<file path="src/rtl/apu_pkg.sv">
// Shared definitions for the square-channel register loader.
//   NUM_SQ_REGS     number of square-channel registers
//   nib_idx_t       3-bit nibble index carried in rx_data[6:4]
//   loader_state_t  pairing FSM states
//   SQ_REG_*        register slot numbers
package apu_pkg;

  localparam int unsigned NUM_SQ_REGS = 4;

  typedef logic [2:0] nib_idx_t;

  typedef enum logic {
    IDLE,
    HAVE_LO
  } loader_state_t;

  localparam int unsigned SQ_REG_DUTY  = 0;
  localparam int unsigned SQ_REG_SWEEP = 1;
  localparam int unsigned SQ_REG_TLO   = 2;
  localparam int unsigned SQ_REG_LEN   = 3;

endpackage

</file>
<file path="src/rtl/apu_reg_loader_pair_timeout.sv">
// Down-counter that bounds how long a staged low nibble may wait.
//   clk, rst   clock, asynchronous active-high reset
//   load       start a new wait window (count from TIMEOUT_CYCLES-1)
//   clear      stop the window and return the count to 0
//   expired_c  high for the cycle in which an active window has run out
module pair_timeout #(
  parameter int unsigned TIMEOUT_CYCLES = 24000
) (
  input  logic clk,
  input  logic rst,
  input  logic load,
  input  logic clear,
  output logic expired_c
);

  localparam int unsigned TW = (TIMEOUT_CYCLES > 1) ? $clog2(TIMEOUT_CYCLES) : 1;

  logic [TW-1:0] count;
  logic          active;

  // Load wins over clear so a restaging byte always opens a fresh window.
  always_ff @(posedge clk or posedge rst) begin
    if (rst) begin
      count  <= '0;
      active <= 1'b0;
    end else if (load) begin
      count  <= TW'(TIMEOUT_CYCLES - 1);
      active <= 1'b1;
    end else if (clear) begin
      count  <= '0;
      active <= 1'b0;
    end else if (active && (count != '0)) begin
      count  <= count - TW'(1);
    end
  end

  assign expired_c = active && (count == '0);

endmodule

</file>
<file path="src/rtl/apu_reg_loader.sv">
// Pairs tagged nibbles from the UART into the four square-channel registers.
//   clk, rst        clock, asynchronous active-high reset
//   rx_data         [7] reserved, [6:4] nibble index, [3:0] nibble data
//   rx_valid        one-cycle strobe qualifying rx_data
//   reg0..reg3      committed duty/sweep/timer-low/length registers
//   reg_wr          one-hot pulse, bit k when regk is committed
//   trig            pulse when reg3 is committed
//   err             pulse on protocol violation or stale half-pair
module apu_reg_loader
  import apu_pkg::*;
#(
  parameter int unsigned TIMEOUT_CYCLES = 24000
) (
  input  logic                   clk,
  input  logic                   rst,
  input  logic [7:0]             rx_data,
  input  logic                   rx_valid,
  output logic [7:0]             reg0,
  output logic [7:0]             reg1,
  output logic [7:0]             reg2,
  output logic [7:0]             reg3,
  output logic [NUM_SQ_REGS-1:0] reg_wr,
  output logic                   trig,
  output logic                   err
);

  loader_state_t                     state;
  logic          [3:0]               lo_nib;
  nib_idx_t                          lo_idx;
  logic          [NUM_SQ_REGS-1:0][7:0] regs;

  logic     rsvd_c;
  nib_idx_t idx_c;
  logic [3:0] nib_c;
  logic [1:0] slot_c;
  logic     pair_match_c;
  logic     load_c;
  logic     clear_c;
  logic     expired_c;

  // Field decode of the incoming byte.
  assign rsvd_c = rx_data[7];
  assign idx_c  = rx_data[6:4];
  assign nib_c  = rx_data[3:0];
  assign slot_c = idx_c[2:1];

  // A staged index is always even, so staged+1 is exactly the matching high index.
  assign pair_match_c = (state == HAVE_LO) && (idx_c == nib_idx_t'(lo_idx + 3'd1));

  // Any even byte (re)opens the window; every other exit from HAVE_LO closes it.
  assign load_c  = rx_valid && !rsvd_c && !idx_c[0];
  assign clear_c = !load_c && (rx_valid || expired_c);

  pair_timeout #(
    .TIMEOUT_CYCLES(TIMEOUT_CYCLES)
  ) u_timeout (
    .clk      (clk),
    .rst      (rst),
    .load     (load_c),
    .clear    (clear_c),
    .expired_c(expired_c)
  );

  // Pairing FSM and register file; a received byte takes precedence over expiry.
  always_ff @(posedge clk or posedge rst) begin
    if (rst) begin
      state  <= IDLE;
      lo_nib <= '0;
      lo_idx <= '0;
      regs   <= '0;
      reg_wr <= '0;
      trig   <= 1'b0;
      err    <= 1'b0;
    end else begin
      reg_wr <= '0;
      trig   <= 1'b0;
      err    <= 1'b0;
      if (rx_valid) begin
        if (rsvd_c) begin
          err   <= 1'b1;
          state <= IDLE;
        end else if (!idx_c[0]) begin
          err    <= (state == HAVE_LO);
          lo_nib <= nib_c;
          lo_idx <= idx_c;
          state  <= HAVE_LO;
        end else if (pair_match_c) begin
          regs[slot_c]   <= {nib_c, lo_nib};
          reg_wr[slot_c] <= 1'b1;
          trig           <= (slot_c == 2'(SQ_REG_LEN));
          state          <= IDLE;
        end else begin
          err   <= 1'b1;
          state <= IDLE;
        end
      end else if (expired_c) begin
        err   <= 1'b1;
        state <= IDLE;
      end
    end
  end

  assign reg0 = regs[2'(SQ_REG_DUTY)];
  assign reg1 = regs[2'(SQ_REG_SWEEP)];
  assign reg2 = regs[2'(SQ_REG_TLO)];
  assign reg3 = regs[2'(SQ_REG_LEN)];

endmodule

</file>
<file path="config.mk">
export PLATFORM = sky130hd
export DESIGN_NAME = apu_reg_loader
export DESIGN_NICKNAME = d
export VERILOG_FILES = /design/src/rtl/apu_pkg.sv /design/src/rtl/apu_reg_loader_pair_timeout.sv /design/src/rtl/apu_reg_loader.sv
export SDC_FILE = /design/constraint.sdc
export NUM_CORES = 1
export LEC_CHECK = 0
export CORE_MARGIN = 2
export CORE_UTILIZATION = 35
export DETAILED_ROUTE_END_ITERATION = 16
export PLACE_DENSITY_LB_ADDON = 0.12
export SYNTH_ARGS = -nofsm -noshare
export SYNTH_HDL_FRONTEND = slang
export SYNTH_SLANG_ARGS = --single-unit
</file>
<file path="constraint.sdc">
create_clock -name clk -period 2.55 [get_ports clk]
set_clock_uncertainty 0.1 [all_clocks]
set_input_delay 0.6375 -clock clk [delete_from_list [all_inputs] [get_ports clk]]
set_output_delay 0.6375 -clock clk [all_outputs]
set_load 0.01 [all_outputs]
</file>
==> out/qor.yml <==
cpMaxStageDelayCell: "and4_1"
antenna_found_initial: 0
final_area_um2: 3686
synthSimpleGateAreaFrac_pct: 16.70
clock_latency_ns: 0.33
rr_endpoint: "u_timeout.count[7]"
outcome: "finished, final reports clean"
netlist_area_um2: 2726
yosysTopAreaCell: "dfrtp_1"
p_leak_nw: 1.714
hold_violations: 0
place_area_um2: 3451
worst_hold_slack_ns: 0.4102
fmaxAchievable_mhz: 441.0
drv_slew: 0
irDropWorstVdd_mv: 0.3550
reg2reg_depth: 6
synth_top_family_by_area: "simple AND/OR/NAND/NOR gates"
pre_cts_ws_ns: -0.01386
final_core_util_pct: 48.20
core-area_um2: 7647
cts_root_buf: "clkbuf_8"
placed_cells: 378
synth_xor_area_share_pct: 0.9637
finalNonFillerCells: 394
start_kind: "flop"
synthTopCellsByArea: "dfrtp_1 55%, mux2_2 14%, nand2_1 3.6%, o31ai_1 2.5%, nor2_1 1.4%"
post-cts-setup-buffers: 0
fin_ws_ns: 0.2827
drt-pass1-iter-count: 4
fill_cells: 709
worstPathMaxFanout: 17
die_x_um: 92.26
grt_usage_pct: 16.03
gp_congestion: 0.7983
worstPathArrival_ns: 2.39
synth_top_area_share_pct: 55.07
synth_warnings: 0
power_mw: 2.561
die_h_um: 92.26
cts_buffers: 9
drc_errors: 0
async_flop_share_pct: 100.0
die_area_um2: 8512
tns_ns: 0
rsz0062_at_grt: "no"
synth_nets: 232
timing.critical_path.buf_inv: 1
ant_nets: 0
synth_mux_area_share_pct: 13.63
synth-compound-area-share_pct: 8.949
wl_mm: 6.332
num_antenna_cells: 0
crit_path_end_kind: "flop"
hp-start: "reg2[2]"
cts_hold_buf: 0
period_share_pct: 88.91
port_buffers: 48
drive_gt1_share_pct: 28.42
relSlewSlack_pct: 55.93
min_delay_path_depth: 1
cts_buffer_depth: 2
io_pins: 49
cp.required_ns: 2.67
yosysMostFrequentCell: "dfrtp_1"
cts_tree: "built"
hold_path.class: "flop to flop"
setup_violations: 0
crit_family: "simple AND/OR/NAND/NOR gates"
synthTopCellsByCount: "60 x dfrtp_1, 33 x mux2_2, 26 x nand2_1"
clk_pin_slew_ns: 0.07
fin_nets: 300
wl_per_cell_um: 16.07
p_per_area_nw_per_um2: 694.8
syn_area_per_cell_um2: 12.45
worst_pin_slew_ns: 0.6611
period_minus_slack_ns: 2.267
via_count: 1964
setup.worst_path.class: "flop to flop"
cts_sinks: 60
reg2reg_from: "u_timeout.count[0]"
synthAdderAreaFrac_pct: 0.9179
first_global_vias: 1980
cts_resized: 0
vias_per_cell: 4.985
synthCells: 219
grt_first_pass_wirelength_mm: 10.32
area_growth_pct: 35.20
max_stage_delay_ns: 0.67
num_rows: 32
grt-ovfl-total: 0
multiInputGateArea_um2: 1122
synth_cell_types: 53
htreeDepth: 3
hpwl_mm: 4.287
ys_ff_latch: 60
seq_area_frac_synth_pct: 55.07
start_util_pct: 35.65
seq_area_um2: 1501
worst-r2r-setup-slack_ns: 0.28
hold_end: "reg2[2]"
synth-edff-count: 0
maxCapViolations: 0
worstPathCellList: "inv_1 > ha_1 > nor3b_1 > and4_1 > o31ai_1 > a221o_1"
drt_first_iter_violations: 118
grt_max_degree: 61
synth_ff_type: "dfrtp_1"
final cells by class:
class                           instances  share of cell area, %
Multi-Input combinational cell        143                  30.45
Clock buffer                           11                  4.107
Timing Repair Buffer                   68                  18.47
Sequential cell                        60                  40.73
Clock inverter                          5                  2.274
Inverter                                5                 0.5092
Tap cell                              102                  3.462
state kept, by name (all words and copies together) (netlist names):
register          cells
lo_nib                4
reg3                  8
u_timeout.active      1
lo_idx                2
state                 1
err                   1
u_timeout.count      15
reg0                  8
reg_wr                4
reg1                  8
reg2                  8
routing by layer:
metal | global-route usage, % | up-vias | part of all wire [%]
met4 | 4.851 | 0 | 0.73
li1 | - | 939 | -
met1 | 22.07 | 969 | 47
met3 | 6.163 | 6 | 5.4
met5 | 0 | - | 0
met2 | 23.47 | 50 | 47
cell families after synthesis:
| logic type | Yosys count |
|---|---|
| and+or+nand+nor | 73 |
| DFF | 60 |
| muxes | 33 |
| AOI/OAI and AO/OA | 32 |
| buffers and inverters | 16 |
| xor gates and xnor gates | 3 |
| adders and majority gates | 2 |
power by group:
part / total (mW) / internal, mW / switching [mW] / leakage (nW)
registers: 1.13 / 1.04 / 0.0921 / 0.807
clock network: 0.995 / 0.605 / 0.390 / 0.112
logic: 0.437 / 0.232 / 0.205 / 0.796
total: 2.56 / 1.87 / 0.687 / 1.71
worst register-to-register path, stage by stage (launching register included):
cell	delay, ns
dfrtp_1	0.43
inv_1	0.10
ha_1	0.14
nor3b_1	0.21
and4_1	0.67
o31ai_1	0.16
a221o_1	0.36
worst max-delay path by stage:
| stage | start | to | slack (ns) | cells after the start |
|---|---|---|---|---|
| after floorplan | rst | err | 0.33 | 1 |
| after global placement | rx_valid | reg0[0] | 0.01 | 6 |
| after detailed placement | rx_valid | reg0[4] | -0.01 | 6 |
| after CTS | u_timeout.count[0] | u_timeout.count[7] | 0.29 | 6 |
| after global routing | u_timeout.count[0] | u_timeout.count[7] | 0.11 | 6 |
| final | u_timeout.count[0] | u_timeout.count[7] | 0.28 | 6 |
cell usage in the layout, fill, tap and decap left out, drive strengths merged, types with 3 or more instances in the layout:
cell type	count
a211oi	3
a21oi	3
inv	5
a211o	5
nand3	4
clkbuf	11
nand2	26
mux2	33
o31ai	9
nor4b	5
clkdlybuf4s50	48
dfrtp	60
buf	20
nor3b	4
nor2	11
nor4	5
(Power assumes the default switching activity.)
